[src/rtl/alu_div_if.sv]
// Request/response bundle between the execute stage and the sequential divider.
interface alu_div_if #(
  parameter int XLEN = 64
);
  logic            div_valid_i;
  logic            div_ready_o;
  logic [XLEN-1:0] dividend_i;
  logic [XLEN-1:0] divisor_i;
  logic            is_signed_i;
  logic            is_word_i;
  logic            is_rem_i;
  logic            flush_i;
  logic            res_valid_o;
  logic            res_ready_i;
  logic [XLEN-1:0] result_o;
  logic            busy_o;

  modport slave (
    input  div_valid_i, dividend_i, divisor_i, is_signed_i, is_word_i, is_rem_i,
           flush_i, res_ready_i,
    output div_ready_o, res_valid_o, result_o, busy_o
  );

  modport master (
    output div_valid_i, dividend_i, divisor_i, is_signed_i, is_word_i, is_rem_i,
           flush_i, res_ready_i,
    input  div_ready_o, res_valid_o, result_o, busy_o
  );
endinterface

[src/rtl/alu_div_seq.sv]
// Sequential radix-2 restoring divider for the RV64M divide/remainder family.
// One op in flight; divide-by-zero and overflow resolve at accept, others iterate 32 or 64 times.
module alu_div_seq #(
  parameter int XLEN = 64
) (
  input logic      clk,
  input logic      rst,
  alu_div_if.slave bus
);

  typedef enum logic [1:0] {IDLE, CALC, DONE} state_e;

  state_e          state_q, state_d;
  logic [6:0]      count_q, count_d;
  logic [XLEN-1:0] rem_q, rem_d;
  logic [XLEN-1:0] quo_q, quo_d;
  logic [XLEN-1:0] divisorAbs_q, divisorAbs_d;
  logic            negQ_q, negQ_d;
  logic            negR_q, negR_d;
  logic            isRem_q, isRem_d;
  logic            isWord_q, isWord_d;
  logic [XLEN-1:0] result_q, result_d;

  logic [XLEN-1:0] effA, effB, absA, absB, minNeg, specialRes;
  logic            signA, signB, divByZero, overflow, readyInt, accept;
  logic [XLEN:0]   trial;
  logic [XLEN-1:0] remNext, quoNext, picked, corrected;

  function automatic logic [XLEN-1:0] sextWord(input logic [XLEN-1:0] v);
    return {{(XLEN-32){v[31]}}, v[31:0]};
  endfunction

  assign readyInt        = (state_q == IDLE) & ~bus.flush_i;
  assign accept          = bus.div_valid_i & readyInt;
  assign bus.div_ready_o = readyInt;
  assign bus.res_valid_o = (state_q == DONE);
  assign bus.busy_o      = (state_q != IDLE);
  assign bus.result_o    = result_q;

  // Effective operands, magnitudes and the two early-out cases, all from the live request.
  always_comb begin
    effA = bus.dividend_i;
    effB = bus.divisor_i;
    if (bus.is_word_i) begin
      effA = bus.is_signed_i ? sextWord(bus.dividend_i) : {{(XLEN-32){1'b0}}, bus.dividend_i[31:0]};
      effB = bus.is_signed_i ? sextWord(bus.divisor_i)  : {{(XLEN-32){1'b0}}, bus.divisor_i[31:0]};
    end
    signA     = bus.is_signed_i & effA[XLEN-1];
    signB     = bus.is_signed_i & effB[XLEN-1];
    absA      = signA ? -effA : effA;
    absB      = signB ? -effB : effB;
    minNeg    = bus.is_word_i ? {{(XLEN-31){1'b1}}, 31'b0} : {1'b1, {(XLEN-1){1'b0}}};
    divByZero = (effB == '0);
    overflow  = bus.is_signed_i & (effA == minNeg) & (effB == '1);
    if (divByZero) begin
      specialRes = bus.is_rem_i ? effA : '1;
    end else begin
      specialRes = bus.is_rem_i ? '0 : effA;
    end
    if (bus.is_word_i) begin
      specialRes = sextWord(specialRes);
    end
  end

  // One restoring step; the 65-bit trial's top bit is the borrow that decides the quotient bit.
  always_comb begin
    trial = {rem_q, quo_q[XLEN-1]} - {1'b0, divisorAbs_q};
    if (!trial[XLEN]) begin
      remNext = trial[XLEN-1:0];
      quoNext = {quo_q[XLEN-2:0], 1'b1};
    end else begin
      remNext = {rem_q[XLEN-2:0], quo_q[XLEN-1]};
      quoNext = {quo_q[XLEN-2:0], 1'b0};
    end
    picked    = isRem_q ? remNext : quoNext;
    corrected = (isRem_q ? negR_q : negQ_q) ? -picked : picked;
    if (isWord_q) begin
      corrected = sextWord(corrected);
    end
  end

  always_comb begin
    state_d      = state_q;
    count_d      = count_q;
    rem_d        = rem_q;
    quo_d        = quo_q;
    divisorAbs_d = divisorAbs_q;
    negQ_d       = negQ_q;
    negR_d       = negR_q;
    isRem_d      = isRem_q;
    isWord_d     = isWord_q;
    result_d     = result_q;

    case (state_q)
      IDLE: begin
        if (accept) begin
          negQ_d   = signA ^ signB;
          negR_d   = signA;
          isRem_d  = bus.is_rem_i;
          isWord_d = bus.is_word_i;
          if (divByZero || overflow) begin
            result_d = specialRes;
            state_d  = DONE;
          end else begin
            count_d      = bus.is_word_i ? 7'd32 : 7'd64;
            rem_d        = '0;
            quo_d        = bus.is_word_i ? {absA[31:0], {(XLEN-32){1'b0}}} : absA;
            divisorAbs_d = absB;
            state_d      = CALC;
          end
        end
      end
      CALC: begin
        rem_d   = remNext;
        quo_d   = quoNext;
        count_d = count_q - 7'd1;
        if (count_q == 7'd1) begin
          result_d = corrected;
          state_d  = DONE;
        end
      end
      DONE: begin
        if (bus.res_ready_i) begin
          state_d = IDLE;
        end
      end
      default: state_d = IDLE;
    endcase

    // A kill wins over every other transition and leaves no result behind.
    if (bus.flush_i) begin
      state_d = IDLE;
      count_d = '0;
    end
  end

  always_ff @(posedge clk or posedge rst) begin
    if (rst) begin
      state_q      <= IDLE;
      count_q      <= '0;
      rem_q        <= '0;
      quo_q        <= '0;
      divisorAbs_q <= '0;
      negQ_q       <= 1'b0;
      negR_q       <= 1'b0;
      isRem_q      <= 1'b0;
      isWord_q     <= 1'b0;
      result_q     <= '0;
    end else begin
      state_q      <= state_d;
      count_q      <= count_d;
      rem_q        <= rem_d;
      quo_q        <= quo_d;
      divisorAbs_q <= divisorAbs_d;
      negQ_q       <= negQ_d;
      negR_q       <= negR_d;
      isRem_q      <= isRem_d;
      isWord_q     <= isWord_d;
      result_q     <= result_d;
    end
  end

endmodule

[src/flat_wrapper.sv]
// flat-port wrapper written by rule: the top's interface ports become plain ports
module alu_div_seq_flat 
#(
  parameter int XLEN = 64
)
  (clk, rst, bus_div_valid_i, bus_dividend_i, bus_divisor_i, bus_is_signed_i, bus_is_word_i, bus_is_rem_i, bus_flush_i, bus_res_ready_i, bus_div_ready_o, bus_res_valid_o, bus_result_o, bus_busy_o);
  alu_div_if #(.XLEN(XLEN)) bus_i ();
  input logic clk;
  input logic rst;
  input wire logic [$bits(bus_i.div_valid_i)-1:0] bus_div_valid_i;
  input wire logic [$bits(bus_i.dividend_i)-1:0] bus_dividend_i;
  input wire logic [$bits(bus_i.divisor_i)-1:0] bus_divisor_i;
  input wire logic [$bits(bus_i.is_signed_i)-1:0] bus_is_signed_i;
  input wire logic [$bits(bus_i.is_word_i)-1:0] bus_is_word_i;
  input wire logic [$bits(bus_i.is_rem_i)-1:0] bus_is_rem_i;
  input wire logic [$bits(bus_i.flush_i)-1:0] bus_flush_i;
  input wire logic [$bits(bus_i.res_ready_i)-1:0] bus_res_ready_i;
  output wire logic [$bits(bus_i.div_ready_o)-1:0] bus_div_ready_o;
  output wire logic [$bits(bus_i.res_valid_o)-1:0] bus_res_valid_o;
  output wire logic [$bits(bus_i.result_o)-1:0] bus_result_o;
  output wire logic [$bits(bus_i.busy_o)-1:0] bus_busy_o;
  assign bus_i.div_valid_i = bus_div_valid_i;
  assign bus_i.dividend_i = bus_dividend_i;
  assign bus_i.divisor_i = bus_divisor_i;
  assign bus_i.is_signed_i = bus_is_signed_i;
  assign bus_i.is_word_i = bus_is_word_i;
  assign bus_i.is_rem_i = bus_is_rem_i;
  assign bus_i.flush_i = bus_flush_i;
  assign bus_i.res_ready_i = bus_res_ready_i;
  assign bus_div_ready_o = bus_i.div_ready_o;
  assign bus_res_valid_o = bus_i.res_valid_o;
  assign bus_result_o = bus_i.result_o;
  assign bus_busy_o = bus_i.busy_o;
  alu_div_seq #(.XLEN(XLEN)) u_core (.clk(clk), .rst(rst), .bus(bus_i));
endmodule
[config.mk]
export PLATFORM = sky130hd
export DESIGN_NAME = alu_div_seq_flat
export DESIGN_NICKNAME = d
export VERILOG_FILES = /design/src/rtl/alu_div_if.sv /design/src/rtl/alu_div_seq.sv /design/src/flat_wrapper.sv
export SDC_FILE = /design/constraint.sdc
export NUM_CORES = 1
export LEC_CHECK = 0
export ABC_AREA = 1
export CAP_MARGIN = 20
export CORE_MARGIN = 3
export CORE_UTILIZATION = 30
export DETAILED_ROUTE_END_ITERATION = 8
export PLACE_DENSITY = 0.5
export SYNTH_ARGS = -nofsm -noshare
export SYNTH_HDL_FRONTEND = slang
export SYNTH_SLANG_ARGS = --single-unit
[constraint.sdc]
create_clock -name clk -period 9.6 [get_ports clk]
set_input_delay 1.44 -clock clk [delete_from_list [all_inputs] [get_ports clk]]
set_output_delay 1.44 -clock clk [all_outputs]
set_load 0.01 [all_outputs]
Word-level counts from Yosys, hierarchy flattened
Index checks and enable logic that the tools add are counted.
Word-level totals
  output and inout bits: 67
  logic and storage cells: 88
  register bits after elaboration: 269
  input port bits: 136
Cells by class
  bitwise logic cells: 9
  muxes and demuxes: 39
  equal/unequal tests: 13
  $add $sub $neg: 5
  reduce and logical (&&, ||, !) cells: 12
Operators with widths (count)
  2-to-1 mux 64 bit: 22
  one-hot mux 64 bit (2 select lines): 3
  negator 64 bit: 3
  subtractor 65 x 64 -> 65 bit: 1
  == test 64 bit: 1
  == test 64 bit, second input constant: 1
  zero test 64 bit: 1
  2-to-1 mux 63 bit: 1
  2-to-1 mux 7 bit: 4
  one-hot mux 7 bit (2 select lines): 1
  AND reduction 3 bit: 4
  2-to-1 mux 2 bit: 5
  == test 7 x 1 -> 1 bit, second input constant: 1
  subtractor 7 x 1 -> 7 bit, second input constant: 1
  AND 1 bit: 6
  != test 3 x 2 -> 1 bit, second input constant: 2
  != test 3 bit, second input constant: 2
  one-hot mux 2 bit (3 select lines): 1
  != test 2 x 1 -> 1 bit, second input constant: 2
  != test 2 bit, second input constant: 2
  AND reduction 4 bit: 1
  nonzero test 2 bit: 2
  nonzero test 3 bit: 1
  == test 2 x 1 -> 1 bit, second input constant: 1
  7 further kinds: 9

Logic depth before layout (Yosys ltp)
  depth in word-level cells: 10
  depth in mapped cells: 33
  gate-level depth less buffers: 32

Least setup slack after synthesis
Ideal clock, no wire load.
  path kind: input -> register
  start point: input bus_dividend_i[0]
  end point: register u_core.quo_q[40]
  setup time: 0.083 ns
  stages on the path: 16
  slack: 5.660 ns
  required time: 9.517 ns
  buffers on the path: 0
  arrival: 3.858 ns
  cells stage by stage: inv_1 > ha_1 > nand4_1 > nor3_1 > nand3_1 > nor2_1 > nand3_1 > nor2_1 > nand4_1 > nor2_1 > nand3_1 > a21oi_1 > mux2_2 > a21oi_1 > o21ai_0 > o21ai_0
On the way
  cells in the longest elaborated chain, start to end: 8
  elaborated cells on any way between the ends: 14
  classes of those cells: 1 x add/sub; 2 x eq/ne; 7 x mux; 2 x bitwise; 2 x reduce/logical
Ends and longest elaborated chain
  start: declaration: RTL line flat_wrapper.sv:11  | input wire logic [$bits(bus_i.dividend_i)-1:0] bus_dividend_i;
  2-to-1 mux 64 bit: RTL line alu_div_seq.sv:45  | effA = bus.is_signed_i ? sextWord(bus.dividend_i) : {{(XLEN-32){1'b0}}, bus.dividend_i[31:0]};
  2-to-1 mux 64 bit *: RTL line alu_div_seq.sv:44  | if (bus.is_word_i) begin
  negator 64 bit or == test 64 bit (tied branches): RTL line alu_div_seq.sv:50, alu_div_seq.sv:54
  2-to-1 mux 64 bit or AND 1 bit (tied branches): RTL line alu_div_seq.sv:50, alu_div_seq.sv:54
  2-to-1 mux 64 bit or AND 1 bit (tied branches): RTL line alu_div_seq.sv:107, alu_div_seq.sv:54
  2-to-1 mux 64 bit or logical OR 1 bit (tied branches): RTL line alu_div_seq.sv:101  | if (divByZero || overflow) begin
  2-to-1 mux 64 bit or != test 2 bit (tied branches)
  one-hot mux 64 bit (2 select lines) or AND reduction 3 bit (tied branches)
  end signal: assignment: RTL line alu_div_seq.sv:153  | quo_q <= quo_d;
  end: declaration: RTL line alu_div_seq.sv:16  | logic [XLEN-1:0] quo_q, quo_d;
Every way passes the cells marked *; elsewhere a longest branch is shown, timed or not. The select of a mux whose other input is x is not followed.
A chain may end at the register's enable or synchronous reset.

Final worst setup path
  start point: input bus_is_word_i
  end point: register u_core.quo_q[51]
On the way
  cells in the longest elaborated chain, start to end: 7
  elaborated cells on any way between the ends: 18
  classes of those cells: 1 x add/sub; 3 x eq/ne; 8 x mux; 3 x bitwise; 3 x reduce/logical
Ends and longest elaborated chain
  start: declaration: RTL line flat_wrapper.sv:14  | input wire logic [$bits(bus_i.is_word_i)-1:0] bus_is_word_i;
  2-to-1 mux 64 bit or 2-to-1 mux 63 bit (tied branches): RTL line alu_div_seq.sv:44, alu_div_seq.sv:52
  negator 64 bit, or another cell as far along: RTL line alu_div_seq.sv:50  | absA = signA ? -effA : effA;
  2-to-1 mux 64 bit or AND 1 bit (tied branches): RTL line alu_div_seq.sv:50, alu_div_seq.sv:54
  2-to-1 mux 64 bit or AND 1 bit (tied branches): RTL line alu_div_seq.sv:107, alu_div_seq.sv:54
  2-to-1 mux 64 bit or logical OR 1 bit (tied branches): RTL line alu_div_seq.sv:101
  2-to-1 mux 64 bit or != test 2 bit (tied branches)
  one-hot mux 64 bit (2 select lines) or AND reduction 3 bit (tied branches)
Several ways; a longest one is shown, not always the timed one. The select of a mux whose other input is x is not followed.

==> reports/metrics.csv <==
stage,metric,value,unit
status,status,finished clean,
place,Placed Area,30200,sq um
global_routing,largest net degree at the start of global routing,140,
logic_synthesis,Mapped Cells,4658,
logic_synthesis,Synth Warn #,0,
floorplan,core region area,89200,sq um
floorplan,Ports,203,
timing,slew margin rel.,0.179,
timing,clk_skew,0.0421,ns
timing,Max Slew Vio Count,0,
timing,worst slew pin tran,1.22,ns
cts,H-tree Lvls,2,
logic_synthesis,distinct cell type count of the synthesized netlist,65,
pwr,Power per Cell Area,392,nW/um^2
cts,post-CTS setup buffers,0,
drt,First-pass DRT Iterations,8,
cts,CTS Buf Count,36,
cts,Root Buffer,clkbuf_16,
setup_path,Worst Reg2Reg Path Length in Cells,22,
setup_path,worst-path maximum fanout,85,
drt,vias per cell,5.26,
floorplan,row cnt,109,
place,"worst slack, placed",3.02,ns
pwr,Pleak,15.8,nW
floorplan,Initial Util,0.305,
place,GP Congestion,0.980,
floorplan,chip height,307,um
timing,"Hold Violations, Final",0,
worst_hold_path,Worst Hold Class,flip-flop to flip-flop,
final_layout,Final Cell Area,31500,sq um
logic_synthesis,Avg Inst Size Synth,5.84,sq um
global_routing,vias in the first global route,28900,
final_layout,Final #Nets,4952,
drt,post-DR wirelength/cell,22.0,um
cts,post-CTS sizing,0,
setup_path,Worst Setup End Kind,flip-flop,
logic_synthesis,Yosys reg bits,269,
final_layout,layout cell share with drive strength beyond 1,0.0419,
setup_path,Critical Path RT,10.02,ns
setup_path,CP Data Arrival Time,6.47,ns
cts,clk_lat worst skew,0.58,ns
global_routing,GRT Util Overall,0.270,
logic_synthesis,top_reg_cell synth,dfrtp_1,
drt,Routed WL,131000,um
logic_synthesis,Syn Nets,4865,
drt,total vias in the final route,31200,
logic_synthesis,Mapped Area,27200,sq um
timing,final worst-path cycle share,0.630,
drt,Routed Antenna Nets,0,
cts,CTS tree,yes,
setup_path,WS Path Type,input port to flip-flop,
timing,setup TNS,0,ns
timing,fmax,165,MHz
global_routing,grt total ovfl,0,
drt,DRC viols,0,
place,DP HPWL,105000,um
setup_path,Critical Path Start Type,input port,
floorplan,Die ar.,94300,sq um
run,maxcap violations,0,
place,port bufs,202,
logic_synthesis,post-synthesis sequential area ratio,0.248,
pwr,VDD IR-drop max,0.235,mV
cts,Longest Clk Path Bufs,3,
timing,minimum clock period,6.05,ns
worst_hold_path,Hold Crit Depth,2,
global_routing,initial antenna violation count,1,
drt,Detailed Route Iter0 Violations,3790,
cts,number of buffers inserted by hold repair at cts,0,
global_routing,global-route wire length before repair,191000,um
floorplan,die width,307,um
place,placed insts,5871,
final_layout,Layout area overhead,15.7,%
cts,Clock Sinks,269,
logic_synthesis,Post-synth EDFFs,0,
timing,setup slack after layout,3.55,ns
cts,"Reg clk slew, reported paths",0.06,ns
timing,RSZ-0062 raised after global routing,no,
timing,hold_ws,0.482,ns
timing,setup violators final,0,
logic_synthesis,async set-reset flop share out of synthesis,1.00,
final_layout,"non-filler cells, final",5938,
[per-layer routing]
| layer | GRT usage | wire length [um] |
|---|---|---|
| met5 | 0 | 0 |
| met4 | 0.0885 | 4830 |
| met3 | 0.0395 | 10500 |
| met2 | 0.404 | 55200 |
| met1 | 0.398 | 60200 |
[final timing paths]
check	slack, ns	endpoint	startpoint
setup / recovery	3.55	u_core.quo_q[51]	bus_is_word_i
hold / removal	0.48	u_core.bus.result_o[43]	u_core.bus.result_o[43]
setup reg to reg	3.69	u_core.bus.result_o[30]	u_core.divisorAbs_q[51]
hold reg to reg	0.48	u_core.bus.result_o[43]	u_core.bus.result_o[43]
max in group asynchronous	6.84	u_core.bus.result_o[30]	rst
min in group asynchronous	1.36	u_core.bus.result_o[44]	rst
[sequential cells by signal, indices dropped and copies added, names as in the netlist]
signal and count:
u_core.negQ_q 1, u_core.count_q 7, u_core.isWord_q 1, u_core.bus.result_o 64, u_core.negR_q 1, u_core.isRem_q 1, u_core.rem_q 64, u_core.divisorAbs_q 64
u_core.state_q 2, u_core.quo_q 64
[power by group]
part           internal [mW]  switching (mW)  total, mW
Sequential              1.65           0.404       2.05
Clock                  0.856           0.598       1.45
Combinational           2.53            6.31       8.84
Total                   5.03            7.31       12.3
[final cells by class]
| cell class | instances | area, sq um |
|---|---|---|
| fill | 10100 | 57700 |
| multi-input combinational | 3494 | 17000 |
| sequential | 269 | 6730 |
| inverter | 711 | 2680 |
| timing repair buffer | 233 | 2280 |
| tap | 1165 | 1460 |
| clock buffer | 45 | 996 |
| clock inverter | 20 | 263 |
| antenna | 1 | 2.50 |
[cell usage after synthesis, drive strengths merged, types with 24 or more instances]
cell | instances | area, sq um
nand3b | 24 | 195
nand4 | 77 | 482
a31oi | 61 | 382
nor4 | 24 | 150
nand2 | 1573 | 6010
ha | 70 | 876
nor3 | 59 | 317
clkbuf | 141 | 529
a21oi | 190 | 973
nand3 | 338 | 1770
o21ai | 317 | 1590
o21bai | 43 | 323
nor2 | 437 | 1720
buf | 43 | 262
dfrtp | 269 | 6730
inv | 708 | 2660
o211ai | 30 | 225
xor2 | 84 | 736
o22ai | 46 | 288
xnor2 | 36 | 315
[through the flow]
step	power, mW	util
after floorplan	7.62	-
final	12.3	0.353
after CTS	12.2	0.352
after global placement	10.7	0.338
after detailed placement	10.7	0.338
after global routing	13.3	0.353
[logic make-up (layout without fill, tap and decap cells)]
| kind of cell | after synthesis | after routing | share of synthesized area |
|---|---|---|---|
| AO/OA/AOI/OAI | 747 | 747 | 0.157 |
| XOR/XNOR | 120 | 120 | 0.0386 |
| adder cells (fa/ha/maj) | 71 | 71 | 0.0329 |
| buffers and inverters | 895 | 1009 | 0.127 |
| flip-flops | 269 | 269 | 0.248 |
| multiplexers | 2 | 2 | 0.000782 |
| other | 0 | 1 | 0 |
| AND/OR/NAND/NOR | 2554 | 2554 | 0.396 |
[placed cells by master, fill, tap and decap left out, types with 30 or more instances in the layout]
| cell | Yosys | final |
|---|---|---|
| a21oi_1 | 186 | 186 |
| a31oi_1 | 61 | 61 |
| clkbuf_16 | 0 | 37 |
| clkdlybuf4s50_1 | 0 | 200 |
| dfrtp_1 | 269 | 268 |
| ha_1 | 70 | 70 |
| inv_1 | 697 | 693 |
| nand2_1 | 1550 | 1549 |
| nand3_1 | 324 | 323 |
| nand4_1 | 77 | 77 |
| nor2_1 | 417 | 414 |
| nor3_1 | 56 | 56 |
| o211ai_1 | 30 | 30 |
| o21ai_0 | 289 | 288 |
| o21bai_1 | 43 | 43 |
| o22ai_1 | 46 | 46 |
| xnor2_1 | 36 | 36 |
| xor2_1 | 84 | 84 |
[critical path, cell delays in order]
cell,delay [ns]
buf_2,0.10
buf_4,0.20
inv_2,0.68
buf_4,0.46
nand2_1,0.16
nand2_1,0.19
nand3_1,0.11
nor4_1,0.31
and2_0,0.29
nand4_1,0.30
nor2_1,0.17
a21oi_1,0.09
or2_1,0.29
nand3_2,0.63
clkinv_2,0.14
buf_4,0.40
o211ai_1,0.24
o21ai_0,0.13
(Power assumes the default switching activity.)
